$ cat config.mk
export PLATFORM = sky130hd
export DESIGN_NAME = mem_access_unit
export DESIGN_NICKNAME = d
export VERILOG_FILES = /design/src/rtl/mem_access_pkg.sv /design/src/rtl/mem_load_align.sv /design/src/rtl/mem_access_unit.sv
export SDC_FILE = /design/constraint.sdc
export NUM_CORES = 1
export LEC_CHECK = 0
export ABC_AREA = 1
export CAP_MARGIN = 20
export CORE_MARGIN = 1.5
export CORE_UTILIZATION = 40
export CTS_CLUSTER_DIAMETER = 150
export DETAILED_ROUTE_END_ITERATION = 12
export PLACE_DENSITY = 0.77
export SYNTH_ARGS = -nofsm -noshare
export SYNTH_HDL_FRONTEND = slang
export SYNTH_SLANG_ARGS = --single-unit
$ cat constraint.sdc
create_clock -name Clk -period 2.7 [get_ports Clk]
set_input_delay 0.81 -clock Clk [delete_from_list [all_inputs] [get_ports Clk]]
set_output_delay 0.81 -clock Clk [all_outputs]
set_load 0.05 [all_outputs]
$ cat src/rtl/mem_access_pkg.sv
// Shared definitions for the memory access unit: op encodings, FSM states,
// default window/timeout parameters and small op classification helpers.
package mem_access_pkg;

    localparam logic [31:0] ADDR_LIMIT_DEFAULT     = 32'h0000_3000;
    localparam int          TIMEOUT_CYCLES_DEFAULT = 255;

    typedef enum logic [3:0] {
        OP_NONE = 4'd0,
        OP_LW   = 4'd1,
        OP_LH   = 4'd2,
        OP_LHU  = 4'd3,
        OP_LB   = 4'd4,
        OP_LBU  = 4'd5,
        OP_SW   = 4'd6,
        OP_SH   = 4'd7,
        OP_SB   = 4'd8
    } mem_op_e;

    typedef enum logic [1:0] {
        ST_IDLE = 2'd0,
        ST_REQ  = 2'd1,
        ST_RESP = 2'd2,
        ST_DONE = 2'd3
    } mem_state_e;

    // Codes 9..15 are unused and behave exactly like NONE.
    function automatic mem_op_e decode_op(input logic [3:0] raw);
        if (raw > 4'd8) begin
            return OP_NONE;
        end
        return mem_op_e'(raw);
    endfunction

    function automatic logic op_is_load(input mem_op_e op);
        return (op == OP_LW) || (op == OP_LH) || (op == OP_LHU) ||
               (op == OP_LB) || (op == OP_LBU);
    endfunction

    function automatic logic op_is_store(input mem_op_e op);
        return (op == OP_SW) || (op == OP_SH) || (op == OP_SB);
    endfunction

    function automatic logic op_is_word(input mem_op_e op);
        return (op == OP_LW) || (op == OP_SW);
    endfunction

    function automatic logic op_is_half(input mem_op_e op);
        return (op == OP_LH) || (op == OP_LHU) || (op == OP_SH);
    endfunction

    function automatic logic op_is_byte(input mem_op_e op);
        return (op == OP_LB) || (op == OP_LBU) || (op == OP_SB);
    endfunction

endpackage

$ cat src/rtl/mem_load_align.sv
// Combinational load alignment: picks the byte/half lane addressed by the
// low address bits out of the read word and sign- or zero-extends it.
module mem_load_align
    import mem_access_pkg::*;
(
    input  mem_op_e     op,
    input  logic [1:0]  byte_off,
    input  logic [31:0] rdata,
    output logic [31:0] data
);

    logic [7:0]  lane [4];
    logic [7:0]  byte_sel;
    logic [15:0] half_sel;

    genvar gi;
    generate
        for (gi = 0; gi < 4; gi++) begin : g_lane
            assign lane[gi] = rdata[8*gi +: 8];
        end
    endgenerate

    assign byte_sel = lane[byte_off];
    assign half_sel = byte_off[1] ? rdata[31:16] : rdata[15:0];

    // Extend the selected lane according to the load flavour.
    always_comb begin
        data = rdata;
        case (op)
            OP_LB:   data = {{24{byte_sel[7]}}, byte_sel};
            OP_LBU:  data = {24'h0, byte_sel};
            OP_LH:   data = {{16{half_sel[15]}}, half_sel};
            OP_LHU:  data = {16'h0, half_sel};
            default: data = rdata;
        endcase
    end

endmodule

$ cat src/rtl/mem_access_unit.sv
// Load/store unit between the pipeline and a simple req/gnt/rvalid memory.
// Checks alignment and window, drives lane enables and replicated write
// data, aligns load results, and times out stuck requests with BusErr.
// Optional: define MEM_ACCESS_TRACE_EN to print one line per granted store.
module mem_access_unit
    import mem_access_pkg::*;
#(
    parameter logic [31:0] ADDR_LIMIT     = ADDR_LIMIT_DEFAULT,
    parameter int          TIMEOUT_CYCLES = TIMEOUT_CYCLES_DEFAULT
) (
    input  logic        Clk,
    input  logic        Reset,
    input  logic        Valid,
    input  logic [3:0]  MemOp,
    input  logic [31:0] Addr,
    input  logic [31:0] StoreData,
    input  logic [31:0] PC,
    output logic        Stall,
    output logic [31:0] LoadData,
    output logic        LoadValid,
    output logic        AddrErr,
    output logic        BusErr,
    output logic        MemReq,
    output logic        MemWE,
    output logic [31:0] MemAddr,
    output logic [3:0]  MemByteEn,
    output logic [31:0] MemWData,
    input  logic        MemGnt,
    input  logic        MemRValid,
    input  logic [31:0] MemRData
);

    // The counter is cleared on entering a wait state, so it reads k-1 in
    // the k-th cycle; expiring at TIMEOUT_CYCLES-1 gives exactly
    // TIMEOUT_CYCLES wait cycles before giving up.
    localparam logic [7:0] TIMEOUT_LAST = 8'(TIMEOUT_CYCLES - 1);

    mem_state_e  state_reg, state_next;
    mem_op_e     op_reg;
    logic [31:0] addr_reg;
    logic [31:0] wdata_reg;
    logic [3:0]  byte_en_reg;
    logic        we_reg;
    logic [7:0]  cnt_reg;
    logic [31:0] load_data_reg;
    logic        addr_err_reg;
    logic        bus_err_reg;

    mem_op_e     in_op;
    logic        in_aligned;
    logic        in_legal;
    logic        start_access;
    logic        illegal_access;
    logic        wait_expired;
    logic [3:0]  in_byte_en;
    logic [31:0] in_wdata;
    logic [31:0] aligned_data;
    logic        stall_c;
    logic        mem_req_c;

    assign in_op          = decode_op(MemOp);
    assign in_legal       = in_aligned && (Addr < ADDR_LIMIT);
    assign start_access   = (state_reg == ST_IDLE) && Valid && (in_op != OP_NONE) && in_legal;
    assign illegal_access = (state_reg == ST_IDLE) && Valid && (in_op != OP_NONE) && !in_legal;
    assign wait_expired   = (cnt_reg == TIMEOUT_LAST);

    // Alignment rule and lane placement for the access being presented.
    always_comb begin
        in_aligned = 1'b1;
        in_byte_en = 4'b1111;
        in_wdata   = StoreData;
        if (op_is_word(in_op)) begin
            in_aligned = (Addr[1:0] == 2'b00);
        end else if (op_is_half(in_op)) begin
            in_aligned = (Addr[0] == 1'b0);
            in_byte_en = 4'b0011 << {Addr[1], 1'b0};
            in_wdata   = {2{StoreData[15:0]}};
        end else if (op_is_byte(in_op)) begin
            in_byte_en = 4'b0001 << Addr[1:0];
            in_wdata   = {4{StoreData[7:0]}};
        end
    end

    mem_load_align u_align (
        .op       (op_reg),
        .byte_off (addr_reg[1:0]),
        .rdata    (MemRData),
        .data     (aligned_data)
    );

    // FSM state register.
    always_ff @(posedge Clk) begin
        if (Reset) begin
            state_reg <= ST_IDLE;
        end else begin
            state_reg <= state_next;
        end
    end

    // Next-state logic plus the stall and request strobes.
    always_comb begin
        state_next = state_reg;
        stall_c    = 1'b0;
        mem_req_c  = 1'b0;
        case (state_reg)
            ST_IDLE: begin
                if (start_access) begin
                    state_next = ST_REQ;
                    stall_c    = 1'b1;
                end
            end
            ST_REQ: begin
                stall_c   = 1'b1;
                mem_req_c = 1'b1;
                if (MemGnt) begin
                    state_next = we_reg ? ST_DONE : ST_RESP;
                end else if (wait_expired) begin
                    state_next = ST_DONE;
                end
            end
            ST_RESP: begin
                stall_c = 1'b1;
                if (MemRValid || wait_expired) begin
                    state_next = ST_DONE;
                end
            end
            ST_DONE: begin
                state_next = ST_IDLE;
            end
            default: state_next = ST_IDLE;
        endcase
    end

    // Access latch, wait counter, load result and error pulses.
    always_ff @(posedge Clk) begin
        if (Reset) begin
            op_reg        <= OP_NONE;
            addr_reg      <= 32'h0;
            wdata_reg     <= 32'h0;
            byte_en_reg   <= 4'h0;
            we_reg        <= 1'b0;
            cnt_reg       <= 8'h0;
            load_data_reg <= 32'h0;
            addr_err_reg  <= 1'b0;
            bus_err_reg   <= 1'b0;
        end else begin
            addr_err_reg <= illegal_access;
            bus_err_reg  <= 1'b0;
            if (start_access) begin
                op_reg      <= in_op;
                addr_reg    <= Addr;
                wdata_reg   <= in_wdata;
                byte_en_reg <= in_byte_en;
                we_reg      <= op_is_store(in_op);
            end
            if ((state_next != state_reg) &&
                ((state_next == ST_REQ) || (state_next == ST_RESP))) begin
                cnt_reg <= 8'h0;
            end else if ((state_reg == ST_REQ) || (state_reg == ST_RESP)) begin
                cnt_reg <= cnt_reg + 8'd1;
            end
            if ((state_reg == ST_RESP) && MemRValid) begin
                load_data_reg <= aligned_data;
            end else if (((state_reg == ST_REQ) && !MemGnt && wait_expired) ||
                         ((state_reg == ST_RESP) && !MemRValid && wait_expired)) begin
                bus_err_reg   <= 1'b1;
                load_data_reg <= 32'h0;
            end
        end
    end

`ifdef MEM_ACCESS_TRACE_EN
    logic [31:0] pc_reg;

    // Remember the PC of the access for the store trace.
    always_ff @(posedge Clk) begin
        if (Reset) begin
            pc_reg <= 32'h0;
        end else if (start_access) begin
            pc_reg <= PC;
        end
    end

    // One trace line per store, on its grant cycle.
    always_ff @(posedge Clk) begin
        if (!Reset && (state_reg == ST_REQ) && MemGnt && we_reg) begin
            $display("@%08h: *%08h <= %08h", pc_reg, addr_reg, wdata_reg);
        end
    end
`else
    logic unused_pc;
    assign unused_pc = ^PC;
`endif

    assign Stall     = stall_c;
    assign MemReq    = mem_req_c;
    assign MemWE     = we_reg;
    assign MemAddr   = {addr_reg[31:2], 2'b00};
    assign MemByteEn = byte_en_reg;
    assign MemWData  = wdata_reg;
    assign LoadData  = load_data_reg;
    assign AddrErr   = addr_err_reg;
    assign BusErr    = bus_err_reg;
    // A timed-out load reports BusErr instead of a valid result.
    assign LoadValid = (state_reg == ST_DONE) && op_is_load(op_reg) && !bus_err_reg;

endmodule
# After elaboration in Yosys (flattened, before gate mapping)
# Index checks and enable logic that the tools add are counted.
[classes] add_sub_neg=1 n_reduce_logical=39 bitwise_logic=2 shifts=2 order_cmp=3 eq_ne=20 n_mux=28
[ops] op="two-way mux 32 bit" count=5
[ops] op="case mux 32 bit (4 select lines)" count=1
[ops] op="< comparator 32 x 14 -> 1 bit (second input constant)" count=1
[ops] op="== test 4 x 3 -> 1 bit (second input constant)" count=6
[ops] op="two-way mux 4 bit" count=5
[ops] op="binary-select mux 8 bit (select 2 bit)" count=1
[ops] op="== test 4 x 2 -> 1 bit (second input constant)" count=4
[ops] op="two-way mux 16 bit" count=1
[ops] op="two-way mux 8 bit" count=2
[ops] op="logical OR 1 bit" count=15
[ops] op="logical AND 1 bit" count=13
[ops] op="adder 8 x 1 -> 8 bit (second input constant)" count=1
[ops] op="== test 4 x 1 -> 1 bit (second input constant)" count=2
[ops] op="== test 8 bit (second input constant)" count=1
[ops] op="two-way mux 2 bit" count=4
[ops] op="case mux 2 bit (4 select lines)" count=1
[ops] op="two-way mux 1 bit" count=7
[ops] op="== test 2 bit (second input constant)" count=3
[ops] op="OR reduction 2 bit" count=3
[ops] op="== test 2 x 1 -> 1 bit (second input constant)" count=2
[ops] op="== test 4 bit (second input constant)" count=1
[ops] op="greater-than comparator 4 bit (second input constant)" count=1
[ops] op="logical NOT 1 bit" count=4
[ops] op="logical NOT 2 bit" count=2
[ops] op="other kinds (9)" count=9
[word_totals] out_inout_bits=106 ff_bits=117 wordCells=105 input_bits=137

# Depth between registers and ports, before layout
# Gate-level depths: netlist of run 1.
[logic_depth] word_depth=16 ltp_mapped=14 depth_no_buf=13

# By module
# From an unflattened synthesis of run 1, not the netlist that was laid out.
[hier_totals] cells_unflattened=820 hier_area_um2=5885.6
[modules_own_cells] mod="mem_access_unit" n_inst=1 area_each_um2=4946.0 seq_area_each_um2=2342.2 cells_each=650
[modules_own_cells] mod="mem_load_align" n_inst=1 area_each_um2=939.7 seq_area_each_um2=0.0 cells_each=170

# Least setup slack after synthesis of run 1
# No wires, ideal clock.
[synth_path] path_type="input to output" startpoint="input Addr[29]" endpoint="output Stall" stages=9 path_buffers=2 required_ns=1.890 slack_ns=-0.489 t_arrival_ns=2.379 path_cell_list="nor2_1 > nand2_1 > nor2_1 > nand2_1 > nor2_1 > nand3_2 > buf_6 > buf_2 > a21oi_1"
[synth_via] elab_chain_len=5
[synth_rtl] item="from (decl)" line_no="mem_access_unit.sv:15" source="input logic [31:0] Addr,"
[synth_rtl] item="< comparator 32 x 14 -> 1 bit" line_no="mem_access_unit.sv:62" source="assign in_legal = in_aligned && (Addr < ADDR_LIMIT);"
[synth_rtl] item="logical AND 1 bit" line_no="mem_access_unit.sv:62"
[synth_rtl] item="logical AND 1 bit" line_no="mem_access_unit.sv:63" source="assign start_access = (state_reg == ST_IDLE) && Valid && (in_op != OP_NONE) && in_legal;"
[synth_rtl] item="two-way mux 1 bit" line_no="mem_access_unit.sv:107" source="if (start_access) begin"
[synth_rtl] item="case mux 1 bit (2 select lines)" line_no="mem_access_unit.sv:105" source="case (state_reg)"
[synth_rtl] item="to (decl)" line_no="mem_access_unit.sv:18" source="output logic Stall,"
# No other way between the ends.

# Final worst setup path of run 1
[layout_path] startpoint="input Addr[0]" endpoint="output Stall"
[layout_via] elab_chain_len=7 elab_cells_between_ends=9 classes_between="1 x order compare; 4 x mux; 1 x bitwise; 3 x reduce/logical"
[layout_rtl] item="parallel branches: the longest is 3 deep, another holds < comparator 32 x 14 -> 1 bit"
[layout_rtl] item="logical AND 1 bit *" line_no="mem_access_unit.sv:62"
[layout_rtl] item="logical AND 1 bit *" line_no="mem_access_unit.sv:63"
[layout_rtl] item="two-way mux 1 bit *" line_no="mem_access_unit.sv:107"
[layout_rtl] item="case mux 1 bit (2 select lines) *" line_no="mem_access_unit.sv:105"
# Every way passes the cells marked *.

==> results of run 1 <==
==> area by class of cell <==
type | count | area [um^2]
fill | 1208 | 5040
antenna | 1 | 2.502
timing repair buffer | 243 | 2283
tap | 176 | 220.2
clock buffer | 19 | 442.9
clock inverter | 13 | 180.2
inverter | 34 | 130.1
sequential | 117 | 2342
multi-input combinational | 521 | 2654
==> worst max-delay path, stage by stage <==
cell and delay, ns:
dlygate4sd2_1 0.29, or2_4 0.27, nand2_4 0.07, nand3_4 0.09, a21oi_4 0.19, buf_12 0.15
==> cell usage in the layout, fill, tap and decap left out, drive strengths merged, types with 4 or more instances in the layout <==
master,count
inv,33
o21ai,50
a21oi,83
nand4,4
a211oi,4
buf,57
nor2,72
bufinv,4
nand3,13
nand2,212
clkbuf,25
dfxtp,117
clkdlybuf4s50,177
clkinv,7
a22oi,5
o211ai,31
a31oi,18
ha,9
xor2,5
==> report_power, final <==
group / switching, mW / total, mW / internal (mW)
registers: 0.000177 / 1.73 / 1.73
clock network: 0.809 / 2.37 / 1.56
logic: 0.150 / 0.319 / 0.169
==> per-layer routing <==
| metal | GRT usage | wire length, um | vias up |
|---|---|---|---|
| met4 | 0.1109 | 520 | 0 |
| li1 | - | - | 2827 |
| met3 | 0.06797 | 1261 | 36 |
| met5 | 0 | 0 | - |
| met1 | 0.2657 | 6845 | 2515 |
| met2 | 0.3864 | 7919 | 191 |
==> repair_timing <==
item / in CTS / in global routing
gates resized for setup: 84 / 30
setup endpoints to repair: 1 / 1
setup buffers: 2 / 2
pin swaps: 23 / 19
==> path summary, 6_finish.rpt <==
kind,end,slack (ns)
max,Stall,0.009
min,addr_reg[25]$_SDFFE_PP0P_,0.44
max reg2reg,LoadData[29]$_SDFFE_PP0P_,0.46
min reg2reg,addr_reg[25]$_SDFFE_PP0P_,0.44
==> logic make-up after synthesis <==
group | after synthesis | share of synthesized area
compound gates | 196 | 0.2049
xor+xnor | 7 | 0.01117
fa+ha+maj | 9 | 0.02051
buf+inv | 108 | 0.1078
flops | 117 | 0.4266
other cells | 1 | 0.0006830
simple gates | 307 | 0.2284
==> results by group, run 1 <==
Outcome
  • Status: completed

Synth
  • Post-Syn Instances: 745
  • Post-synth EDFFs: 0
  • Sequential share of the synthesized area: 0.4266
  • Distinct cells, synth: 36
  • Syn Area/Cell: 7.369 um^2
  • Synth warn: 0
  • Post-synth top cells: nand2_1, dfxtp_1, a21oi_1, nor2_1, o21ai_0
  • Mapped Area: 5490 um^2
  • Most frequent cell after synthesis: nand2_1
  • Synth top area share: 0.4266
  • Largest cells by area after synthesis: dfxtp_1, nand2_1, a21oi_1
  • Ys async rst share: 0
  • Yosys top cell by area: dfxtp_1
  • Synth Register Bits: 117
  • Predominant post-synthesis flop cell: dfxtp_1

Timing
  • Setup WS post-layout: 0.008661 ns
  • Pins Over Slew Limit: 0
  • Worst Skew: 0.01172 ns
  • Fin crit share: 0.9968
  • Slew @ Worst Pin: 0.5908 ns
  • Hold Vio Cnt, Final: 0
  • Highest Clock Rate: 371.6 MHz
  • Slew margin rel.: 0.6056
  • Final min period: 2.691 ns
  • Unrepaired setup endpoints after global routing: true
  • Minimum hold slack: 0.4360 ns
  • TNS Setup: 0 ns
  • # setup viols final: 0

Critical path
  • Critical Path Source: Addr[0]
  • Critical path launch point type: input port
  • Worst reg-to-reg path cell count: 11
  • Critical Path RT: 1.89 ns
  • Data arrival, critical path: 1.88 ns
  • Crit path kind: input port to primary output
  • Largest fanout on the critical path: 3
  • R2R Path Start: op_reg[2]$_SDFFE_PP0P_
  • Worst setup EP type: primary output

Die
  • Starting density of the core: 0.4129
  • Die ar.: 14440 um^2
  • Rows: 42
  • Core ar.: 13300 um^2
  • Die Width: 120.2 um
  • Ports: 243
  • Die height: 120.2 um

Clocking
  • H-tree levels: 4
  • Clock slew at reported path FFs: 0.05 ns
  • CTS Buf Count: 17
  • CTS Buffer Depth: 2
  • Clock sinks: 117
  • Clk_lat worst skew: 0.41 ns
  • Root buf cell: clkbuf_16
  • CTS Hold Bufs: 0
  • CTS tree: yes

Hold path
  • Hold Crit Class: register to register
  • Hold path startpoint: addr_reg[25]$_SDFFE_PP0P_
  • Hold Path Depth: 2

Detailed routing
  • DR DRC count: 0
  • Final ANT Viol Nets: 0
  • Routed len/inst: 14.72 um
  • Iteration-0 DRC Markers: 369
  • Vias after detailed routing: 5569
  • DR pass1 iterations: 6
  • DR vias/cell: 4.955
  • Routed wire length: 16.55 mm

Finish
  • Final Instance Area: 8255 um^2
  • P&R area growth vs syn: 50.36%
  • Final core utilization: 0.6209
  • Final instance count without filler cells: 1124
  • Final #Nets: 1080
  • Fraction of layout cells with a size suffix above 1: 0.1394

Placement
  • PortBufs: 208
  • Post-Place Cells: 1087
  • GPL Wtd Cong: 0.8541
  • Area post-placement: 7616 um^2
  • Pre-CTS setup slack: -0.3970 ns
  • Hpwl dp: 11.35 mm

Power
  • Final Power: 4.420 mW
  • Peak supply drop: 416.7 uV
  • Leak Pwr: 3.149 nW
  • Pwr Density: 535.4 nW/um^2

Job
  • Max cap viols: 0

GRT
  • Overflow after GRT: 0
  • Gr usage total: 0.2295
  • First-pass GRT wire length: 26.31 mm
  • Initial antenna violation count: 1
  • Largest net degree at the start of global routing: 84
  • Vias in the first global route: 5418
(Power assumes the default switching activity.)
==> inputs of run 2 (changes only) <==
Settings changed: SLEW_MARGIN from default to 5.
==> results of run 2 <==
No change in the layout: final DEF, timing and power equal those of run 1.
==> inputs of run 3 (changes only) <==
Settings changed: SLEW_MARGIN 5 to 0.
Clock period 2.7 ns to 3.2 ns, I/O delays scaled along.
==> results by group, run 3 (same netlist as run 1, synthesis figures left out) <==
Finish
  • Commonest cells after routing, fill and taps aside: nand2_1, clkdlybuf4s50_1, dfxtp_1, a21oi_1, nor2_1
  • Register Area: 2342 um^2 (unchanged)
  • Footprint of the multi-input gates: 2604 um^2 (-1.9%)
  • Fraction of layout cells with a size suffix above 1: 0.09188 (-0.04751)
  • Fill cell count: 1236 (+2.3%)
  • Final #Nets: 1071 (-0.83%)
  • Commonest non-fill, non-tap cell in the layout: nand2_1
  • P&R area growth vs syn: 49.04%

Timing
  • Highest Clock Rate: 320.5 MHz
  • Pins Over Slew Limit: 0 (unchanged)
  • # setup viols final: 0 (unchanged)
  • TNS Setup: 0 ns (unchanged)
  • Slew margin rel.: 0.4141 (-0.1915)
  • Final min period: 3.120 ns
  • Hold Vio Cnt, Final: 0 (unchanged)
  • Slew @ Worst Pin: 0.8789 ns (+0.2881 ns)
  • Worst Skew: 0.007504 ns (-0.004212 ns)
  • Setup WS post-layout: 0.07954 ns (+0.07088 ns)
  • Fin crit share: 0.9751
  • Unrepaired setup endpoints after global routing: false
  • Minimum hold slack: 0.4327 ns (-0.003301 ns)

Outcome
  • Status: completed

Detailed routing
  • DR vias/cell: 4.945 (-0.19%)
  • Final ANT Viol Nets: 0 (unchanged)
  • DR DRC count: 0 (unchanged)
  • DR pass1 iterations: 7 (+1)
  • Iteration-0 DRC Markers: 432 (+17%)
  • Vias after detailed routing: 5504 (-1.2%)
  • Routed wire length: 15.71 mm (-5.1%)
  • Routed len/inst: 14.11 um (-4.1%)

Clocking
  • CTS Hold Bufs: 0 (unchanged)
  • CTS Buffer Depth: 2 (unchanged)
  • CTS tree: yes
  • Clock sinks: 117 (unchanged)
  • CTS Buf Count: 17 (unchanged)
  • Root buf cell: clkbuf_16
  • Clk_lat worst skew: 0.42 ns (about the same)
  • H-tree levels: 4 (unchanged)
  • Clock slew at reported path FFs: 0.05 ns (about the same)

Power
  • Clk pwr share: 0.531 (-0.006)
  • Flop pwr share: 0.399 (+0.008)
  • Sw Share: 0.2093 (-0.007756)
  • Pwr Density: 446.9 nW/um^2 (-17%)
  • Net Sw Power: 765.4 uW (-20%)
  • Peak supply drop: 367.8 uV (-12%)
  • Logic pwr share: 0.070 (-0.002)
  • P_int: 2.891 mW (-16%)
  • Leak Pwr: 3.092 nW (-1.8%)

Placement
  • Hpwl dp: 11.01 mm (-2.9%)
  • Pre-CTS setup slack: -0.2095 ns (+0.1875 ns)
  • GPL Wtd Cong: 0.8563 (+0.26%)
  • PortBufs: 208 (unchanged)

Critical path
  • Critical path launch point type: input port
  • Slowest library cell on the worst path: clkdlybuf4s50_1
  • Data arrival, critical path: 2.16 ns (+0.28 ns)
  • Max stage delay on crit path: 0.41 ns (+0.12 ns)
  • Worst-path cell chain: clkdlybuf4s50_1, or2_2, nand2_2, nand3_4, a21oi_4, buf_12
  • Internal reg-to-reg setup slack: 0.83 ns (+0.37 ns)
  • Largest fanout on the critical path: 2 (-1)
  • Critical Path RT: 2.24 ns (+0.35 ns)
  • Crit path kind: input port to primary output
  • Worst setup EP type: primary output

GRT
  • Largest net degree at the start of global routing: 84 (unchanged)
  • Overflow after GRT: 0 (unchanged)
  • First-pass GRT wire length: 25.44 mm (-3.3%)
  • Gr usage total: 0.2232 (-0.006268)
  • Initial antenna violation count: 1 (unchanged)
  • Vias in the first global route: 5219 (-3.7%)

Die
  • Rows: 42 (unchanged)
  • Ports: 243 (unchanged)
  • Die ar.: 14440 um^2 (unchanged)
  • Core ar.: 13300 um^2 (unchanged)
  • Starting density of the core: 0.4129 (unchanged)
  • Die Width: 120.2 um (unchanged)
  • Die height: 120.2 um (unchanged)

Hold path
  • Hold Crit Class: register to register

Job
  • Max cap viols: 0 (unchanged)
## run 3: area by class of cell
class	count	share of cell area
Clock buffer	22	0.05917
Tap cell	176	0.02691
Clock inverter	8	0.01514
Timing Repair Buffer	234	0.2784
Inverter	34	0.01560
Sequential cell	117	0.2862
Multi-Input combinational cell	521	0.3182
Antenna cell	1	0.0003058
## run 3: worst max-delay path: cells and delay by family
kind	cells	cell delay, ns
buf+inv	2	0.56
simple gates	3	0.47
compound gates	1	0.16
## run 3: stage by stage
step / utilization / total power [mW] / cell area, um^2 / cells
after floorplan: - / 1.574 / 5505 / 746
after global placement: 0.5685 / 1.750 / 7559 / 1081
after detailed placement: 0.5685 / 1.751 / 7559 / 1081
after CTS: 0.6137 / 3.690 / 8159 / 1111
after global routing: 0.6155 / 3.784 / 8183 / 1113
final: 0.6155 / 3.657 / 8183 / 1113
## run 3: what timing repair did
| action | in CTS | in global routing |
|---|---|---|
| setup endpoints to repair | 1 | 1 |
| pin swaps | 21 | 4 |
| gates resized for setup | 35 | 4 |
| buffers inserted | 0 | 1 |
## run 3: path summary, 6_finish.rpt
path	depth (start not counted)	end	from
max	6	Stall	Addr[1]
min	2	addr_reg[17]$_SDFFE_PP0P_	addr_reg[17]$_SDFFE_PP0P_
max reg2reg	12	MemByteEn[1]$_SDFFE_PP0P_	state_reg[1]$_SDFF_PP0_
min reg2reg	2	addr_reg[17]$_SDFFE_PP0P_	addr_reg[17]$_SDFFE_PP0P_
## run 3: power by group through the flow
stage                     sequential, mW  combinational [mW]  clock [mW]
after floorplan                     1.49              0.0822           0
after global placement              1.49               0.260           0
after detailed placement            1.49               0.261           0
after CTS                           1.46               0.253        1.98
after global routing                1.46               0.279        2.05
final                               1.46               0.256        1.94
## run 3: layer usage
| metal | GRT usage | wire (um) | vias up |
|---|---|---|---|
| met5 | 0 | 0 | - |
| met4 | 0.08854 | 365 | 0 |
| met3 | 0.07129 | 1212 | 24 |
| met2 | 0.3632 | 7485 | 188 |
| met1 | 0.2734 | 6642 | 2489 |
| li1 | - | - | 2803 |
